==> config.mk <==
export PLATFORM = sky130hd
export DESIGN_NAME = lms_train_ctrl
export DESIGN_NICKNAME = d
export VERILOG_FILES = /design/src/rtl/lms_train_ctrl.sv
export SDC_FILE = /design/constraint.sdc
export NUM_CORES = 1
export LEC_CHECK = 0
export BUFFER_PORTS_ARGS = -buffer_cell sky130_fd_sc_hd__buf_2
export CORE_MARGIN = 3
export CORE_UTILIZATION = 35
export CTS_CLUSTER_SIZE = 20
export DETAILED_ROUTE_END_ITERATION = 12
export PLACE_DENSITY = 0.52
export RECOVER_POWER = 25
export SLEW_MARGIN = 10
export SYNTH_ARGS = -nofsm -noshare
export SYNTH_HDL_FRONTEND = slang
export SYNTH_SLANG_ARGS = --single-unit
==> constraint.sdc <==
create_clock -name i_clk -period 12.15 [get_ports i_clk]
set_input_delay 0.6075 -clock i_clk [delete_from_list [all_inputs] [get_ports i_clk]]
set_output_delay 0.6075 -clock i_clk [all_outputs]
set_load 0.01 [all_outputs]
==> src/rtl/lms_train_ctrl.sv <==
// lms_train_ctrl: sequences a 3-tap adaptive FIR/LMS datapath through
// coefficient clear, training (adaptation on) and tracking (coefficients
// frozen). It averages |error| over fixed windows to decide convergence,
// retraining and training timeout, and gates sample acceptance with a
// valid/ready handshake.
module lms_train_ctrl #(
  parameter int NB_DATA    = 32,
  parameter int LOG2_WIN   = 4,
  parameter int CONV_WINS  = 2,
  parameter int MAX_WINS   = 8,
  parameter int CLR_CYCLES = 3
) (
  input  logic                       i_clk,
  input  logic                       i_rst,
  input  logic                       i_start,
  input  logic                       i_stop,
  input  logic                       i_valid,
  output logic                       o_ready,
  output logic                       o_sample_en,
  input  logic                       i_err_valid,
  input  logic signed [NB_DATA-1:0]  i_error,
  input  logic signed [NB_DATA-1:0]  i_thresh_lo,
  input  logic signed [NB_DATA-1:0]  i_thresh_hi,
  output logic                       o_coef_clr,
  output logic                       o_adapt_en,
  output logic [1:0]                 o_state,
  output logic                       o_converged,
  output logic                       o_timeout,
  output logic [7:0]                 o_retrain_cnt,
  output logic [NB_DATA-1:0]         o_mean_err
);

  // Accumulator holds a full window of |error| without overflow.
  localparam int ACC_W  = NB_DATA + LOG2_WIN;
  localparam int CONV_W = $clog2(CONV_WINS + 1);
  localparam int WIN_W  = $clog2(MAX_WINS + 1);
  localparam int CLR_W  = (CLR_CYCLES > 1) ? $clog2(CLR_CYCLES) : 1;

  localparam logic [CONV_W-1:0] CONV_TGT = CONV_W'(CONV_WINS);
  localparam logic [WIN_W-1:0]  WIN_TGT  = WIN_W'(MAX_WINS);
  localparam logic [CLR_W-1:0]  CLR_LAST = CLR_W'(CLR_CYCLES - 1);

  typedef enum logic [1:0] {
    IDLE  = 2'd0,
    CLEAR = 2'd1,
    TRAIN = 2'd2,
    TRACK = 2'd3
  } state_t;

  state_t               state;
  logic [ACC_W-1:0]     acc;
  logic [LOG2_WIN-1:0]  smp_cnt;
  logic [CONV_W-1:0]    conv_cnt;
  logic [WIN_W-1:0]     win_cnt;
  logic [CLR_W-1:0]     clr_cnt;

  logic                 vld_p0;
  logic                 done_p0;
  logic [NB_DATA-1:0]   abs_p0;
  logic [ACC_W-1:0]     sum_p0;
  logic [NB_DATA-1:0]   mean_p0;
  logic                 lo_hit;
  logic                 hi_hit;
  logic [CONV_W-1:0]    conv_nxt;
  logic [WIN_W-1:0]     win_nxt;

  // Magnitude with the most-negative code clamped to the largest positive
  // value, so the result always fits in NB_DATA-1 magnitude bits.
  function automatic logic [NB_DATA-1:0] abs_sat(input logic signed [NB_DATA-1:0] x);
    logic [NB_DATA-1:0] most_neg;
    most_neg = {1'b1, {(NB_DATA-1){1'b0}}};
    if (x == most_neg)
      abs_sat = {1'b0, {(NB_DATA-1){1'b1}}};
    else if (x[NB_DATA-1])
      abs_sat = $unsigned(-x);
    else
      abs_sat = $unsigned(x);
  endfunction

  assign o_state     = state;
  assign o_sample_en = i_valid & o_ready;

  // ---- stage p0: error magnitude, window sum and window decision inputs ----
  // Combinational accumulate-and-compare for the error arriving this cycle.
  always_comb begin
    vld_p0   = i_err_valid && ((state == TRAIN) || (state == TRACK));
    abs_p0   = abs_sat(i_error);
    sum_p0   = acc + ACC_W'(abs_p0);
    done_p0  = vld_p0 && (smp_cnt == {LOG2_WIN{1'b1}});
    mean_p0  = sum_p0[ACC_W-1:LOG2_WIN];
    // Mean is never negative (top bit always 0), so a signed compare is exact.
    lo_hit   = $signed(mean_p0) < i_thresh_lo;
    hi_hit   = $signed(mean_p0) > i_thresh_hi;
    conv_nxt = lo_hit ? (conv_cnt + 1'b1) : '0;
    win_nxt  = win_cnt + 1'b1;
  end

  // ---- stage p1: registered state, window results and control outputs ----
  // Sequencer FSM with registered outputs; stop overrides everything else.
  always_ff @(posedge i_clk) begin
    if (i_rst) begin
      state         <= IDLE;
      o_ready       <= 1'b0;
      o_adapt_en    <= 1'b0;
      o_coef_clr    <= 1'b0;
      o_converged   <= 1'b0;
      o_timeout     <= 1'b0;
      o_retrain_cnt <= '0;
      o_mean_err    <= '0;
      acc           <= '0;
      smp_cnt       <= '0;
      conv_cnt      <= '0;
      win_cnt       <= '0;
      clr_cnt       <= '0;
    end else if (i_stop) begin
      // Abort: controls drop, status (timeout, retrain count, mean) is kept.
      state       <= IDLE;
      o_ready     <= 1'b0;
      o_adapt_en  <= 1'b0;
      o_coef_clr  <= 1'b0;
      o_converged <= 1'b0;
      acc         <= '0;
      smp_cnt     <= '0;
      conv_cnt    <= '0;
      win_cnt     <= '0;
      clr_cnt     <= '0;
    end else begin
      case (state)
        IDLE: begin
          if (i_start) begin
            state         <= CLEAR;
            o_coef_clr    <= 1'b1;
            o_timeout     <= 1'b0;
            o_retrain_cnt <= '0;
            clr_cnt       <= '0;
            acc           <= '0;
            smp_cnt       <= '0;
            conv_cnt      <= '0;
          end
        end

        CLEAR: begin
          if (clr_cnt == CLR_LAST) begin
            state      <= TRAIN;
            o_coef_clr <= 1'b0;
            o_ready    <= 1'b1;
            o_adapt_en <= 1'b1;
            acc        <= '0;
            smp_cnt    <= '0;
            conv_cnt   <= '0;
            win_cnt    <= '0;
          end else begin
            clr_cnt <= clr_cnt + 1'b1;
          end
        end

        TRAIN: begin
          if (vld_p0) begin
            if (done_p0) begin
              o_mean_err <= mean_p0;
              acc        <= '0;
              smp_cnt    <= '0;
              // Convergence takes precedence over a simultaneous timeout.
              if (conv_nxt == CONV_TGT) begin
                state       <= TRACK;
                o_adapt_en  <= 1'b0;
                o_converged <= 1'b1;
                conv_cnt    <= '0;
                win_cnt     <= '0;
              end else if (win_nxt == WIN_TGT) begin
                state      <= IDLE;
                o_timeout  <= 1'b1;
                o_ready    <= 1'b0;
                o_adapt_en <= 1'b0;
                conv_cnt   <= '0;
                win_cnt    <= '0;
              end else begin
                conv_cnt <= conv_nxt;
                win_cnt  <= win_nxt;
              end
            end else begin
              acc     <= sum_p0;
              smp_cnt <= smp_cnt + 1'b1;
            end
          end
        end

        TRACK: begin
          if (vld_p0) begin
            if (done_p0) begin
              o_mean_err <= mean_p0;
              acc        <= '0;
              smp_cnt    <= '0;
              // Error has drifted up: go back to training without a clear.
              if (hi_hit) begin
                state       <= TRAIN;
                o_adapt_en  <= 1'b1;
                o_converged <= 1'b0;
                conv_cnt    <= '0;
                win_cnt     <= '0;
                if (o_retrain_cnt != 8'hFF)
                  o_retrain_cnt <= o_retrain_cnt + 8'd1;
              end
            end else begin
              acc     <= sum_p0;
              smp_cnt <= smp_cnt + 1'b1;
            end
          end
        end

        default: state <= IDLE;
      endcase
    end
  end

endmodule
==> impl_metrics.env <==
export IMPL_status="complete, no violations"
export IMPL_worst_endpoint_arrival_ns=8.43
export IMPL_post_layout_total_power_uw=806
export IMPL_cts_root_buf="clkbuf_16"
export IMPL_die_ht_um=156
export IMPL_final_max_slew_viol_count=0
export IMPL_finalCriticalPeriod_ns=8.14
export IMPL_p_seq_frac=0.389
export IMPL_h_tree_depth=3
export IMPL_routedWlPerCell_um=17.8
export IMPL_maxCapViolCount=0
export IMPL_crit_path_end_kind="flip-flop"
export IMPL_power_combinational_fraction=0.223
export IMPL_antenna_found_initial=0
export IMPL_filler_cell_count=2358
export IMPL_synth_top_flop_cell="dfxtp_1"
export IMPL_detail_route_wirelength_um=25900
export IMPL_number_of_buffers_inserted_by_port_buffering=149
export IMPL_internal_power_uw=546
export IMPL_core_um2=22000
export IMPL_number_of_enable_flip_flop_cells_after_synthesis=0
export IMPL_worstPathRequired_ns=12.44
export IMPL_cts_sinks=95
export IMPL_setup_viol=0
export IMPL_holdBufCountCts=0
export IMPL_detail_route_antenna_nets=0
export IMPL_critical_path_startpoint="i_error[5]"
export IMPL_global_route_usage_total=0.209
export IMPL_finalClockSkew_ns=0.00804
export IMPL_rr_startpoint="acc[0]$_SDFFE_PP0P_"
export IMPL_synth_distinct_cells=67
export IMPL_final_cell_area_um2=9190
export IMPL_reg_to_reg_critical_path_endpoint="o_timeout$_SDFFE_PP0P_"
export IMPL_yosysSeqAreaShare=0.240
export IMPL_detailed_place_hpwl_um=20300
export IMPL_mostFrequentLayoutCell="nand2_1"
export IMPL_timing_hold_worst_class="reg -> reg"
export IMPL_remaining_drc_errors=0
export IMPL_synth_warning_count=0
export IMPL_std_cell_rows=54
export IMPL_netSwitchingFraction=0.322
export IMPL_commonest_cells_after_routing_fill_and_taps_aside="130 x nand2_1, 114 x buf_2, 101 x ha_1, 95 x dfxtp_1, 94 x a21oi_1"
export IMPL_initial_core_utilization=0.359
export IMPL_path_clk_slew_ns=0.07
export IMPL_synth_async_sr_flop_share=0
export IMPL_cts_buffer_depth=2
export IMPL_cp_endpoint="o_timeout$_SDFFE_PP0P_"
export IMPL_post_cts_resized_instances=0
export IMPL_clk_insertion_delay_late_ns=0.36
export IMPL_finish_utilization=0.417
export IMPL_number_of_instances_in_the_synthesized_netlist=1042
export IMPL_detailed_place_area_um2=8920
export IMPL_powerDensity_nw_per_um2=87.7
export IMPL_power_ir_vdd_worst_mv=0.0711
export IMPL_grt_remaining_overflow=0
export IMPL_critical_path_startpoint_type="primary input"
export IMPL_worst_setup_path_type="in -> reg"
export IMPL_tns_ns=0
export IMPL_slew_headroom=0.235
export IMPL_cts_buffers=9
export IMPL_die_width_um=156
export IMPL_postSynthRegisterBits=95
export IMPL_grt_pass1_vias=7512
export IMPL_synthesized_netlist_net_count=1246
export IMPL_final_hold_violation_count=0
export IMPL_mappedNetlistArea_um2=7910
export IMPL_insertedDiodeCount=0
export IMPL_routed_via_count=7998
export IMPL_setup_repair_after_global_routing_missed_its_margin="no"
export IMPL_fin_nets=1374
export IMPL_critPathMaxFanout=29
export IMPL_power_net_switching_uw=259
export IMPL_grt_first_pass_wirelength_um=40400
export IMPL_worst_pin_slew_ns=1.15
export IMPL_power_leakage_uw=0.00423
export IMPL_flow_area_growth_from_synthesis_pct=16.1
export IMPL_pin_count_of_the_biggest_net_entering_global_routing=38
export IMPL_worst_r2r_setup_slack_ns=6.76
export IMPL_cts_tree="yes"
export IMPL_synth_avg_cell_area_um2=7.59
export IMPL_ioPinCount=150
export IMPL_worst_r2r_cell_count=20
export IMPL_fmax_ghz=0.123
export IMPL_min_period_over_period=0.670
export IMPL_route_detailed_vias_per_inst=5.50
export IMPL_die_area_um2=24400
export IMPL_drive_above_1_share=0.129
export IMPL_postCtsSetupRepairBufs=0
export IMPL_gp_routability_congestion=0.877
export IMPL_drt_first_pass_iters=5
export IMPL_clock_power_share=0.388
export IMPL_drtIter0Drc=572
cell families after synthesis:
kind of cell	after synthesis	share of synthesized area
flip-flops	95	0.240
AO/OA/AOI/OAI	281	0.235
AND/OR/NAND/NOR	376	0.228
multiplexers	6	0.00822
buffers and inverters	123	0.0607
XOR/XNOR	59	0.0653
adder cells (fa/ha/maj)	102	0.162
per-layer routing:
metal / up-vias / global-route usage / wire length [um] / share of wire
met2: 228 / 0.332 / 11700 / 0.45
met5: - / 0 / 0 / 0
met1: 3711 / 0.302 / 12400 / 0.48
li1: 4033 / - / - / -
met4: 0 / 0.0513 / 400 / 0.015
met3: 26 / 0.0224 / 1490 / 0.057
power by group through the flow:
stage	Combinational, uW	Clock, uW	Sequential, uW
6_report	180	312	313
5_1_grt	202	328	313
4_1_cts	180	320	313
3_5_place_dp	179	0	321
3_3_place_gp	179	0	321
2_1_floorplan	115	0	320
registers in the layout (all words and copies together) (netlist names):
name and flops:
o_retrain_cnt 8, o_mean_err 32, o_adapt_en 1, smp_cnt 4, o_converged 1, o_coef_clr 1, o_state 2, win_cnt 4
o_timeout 1, clr_cnt 2, acc 36, conv_cnt 2, o_ready 1
cells in the mapped netlist, drive strengths merged, types with 11 or more instances:
cell	number	area [um^2]
or3	11	68.8
xor2	36	315
a21oi	96	484
nand4	25	156
nand3	33	165
and3	11	68.8
nand2b	12	75.1
ha	101	1260
inv	82	308
a22o	16	140
a211oi	15	113
a21o	27	203
dfxtp	95	1900
nor3	14	70.1
o21ai	37	185
nor2	88	330
clkbuf	37	139
nand2	130	488
xnor2	23	201
a22oi	14	105
how the worst min path moves through the flow:
stage                                start                           to  cells past startpoint
3_5_place_dp        o_timeout$_SDFFE_PP0P_       o_timeout$_SDFFE_PP0P_                      2
5_1_grt        o_mean_err[28]$_SDFFE_PP0P_  o_mean_err[28]$_SDFFE_PP0P_                      2
4_1_cts        o_mean_err[28]$_SDFFE_PP0P_  o_mean_err[28]$_SDFFE_PP0P_                      2
2_1_floorplan     conv_cnt[1]$_SDFFE_PP0P_     conv_cnt[1]$_SDFFE_PP0P_                      2
6_report       o_mean_err[28]$_SDFFE_PP0P_  o_mean_err[28]$_SDFFE_PP0P_                      2
3_3_place_gp   o_mean_err[23]$_SDFFE_PP0P_  o_mean_err[23]$_SDFFE_PP0P_                      2
area by class of cell:
class	count	area, um^2	area share
clock buffer	9	225	0.0245
clock inverter	7	87.6	0.00954
inverter	82	308	0.0335
multi-input combinational	824	5540	0.603
sequential	95	1900	0.207
tap	280	350	0.0381
timing repair buffer	158	769	0.0838
worst max-delay path, stage by stage:
cell	delay, ns
buf_2	0.11
nor4_2	0.44
nand3_1	0.22
or3_1	0.40
or4_1	0.53
or2_1	0.31
nand2b_1	0.57
nand2_1	0.24
ha_1	0.22
inv_1	0.06
fa_1	0.37
nand2b_1	0.20
a211oi_1	0.42
o211ai_1	0.22
nand4_1	0.29
a211oi_1	0.16
o2111ai_1	0.29
nand4b_1	0.22
xnor2_1	0.34
ha_1	0.30
nand2_1	0.08
nor3_1	0.08
nand2_1	0.07
a2111oi_2	0.05
nor4b_1	0.56
mux2_4	0.40
or4_1	0.51
a21oi_1	0.15
through the flow:
stage               setup slack, ns  hold WS, ns  instances
floorplan                      5.01        0.434       1042
global placement               3.77        0.443       1439
detailed placement             3.67        0.441       1439
CTS                            3.99        0.454       1455
global route                   3.20        0.472       1455
finish                         4.01        0.455       1455
Power figures use the tool's default switching activity.
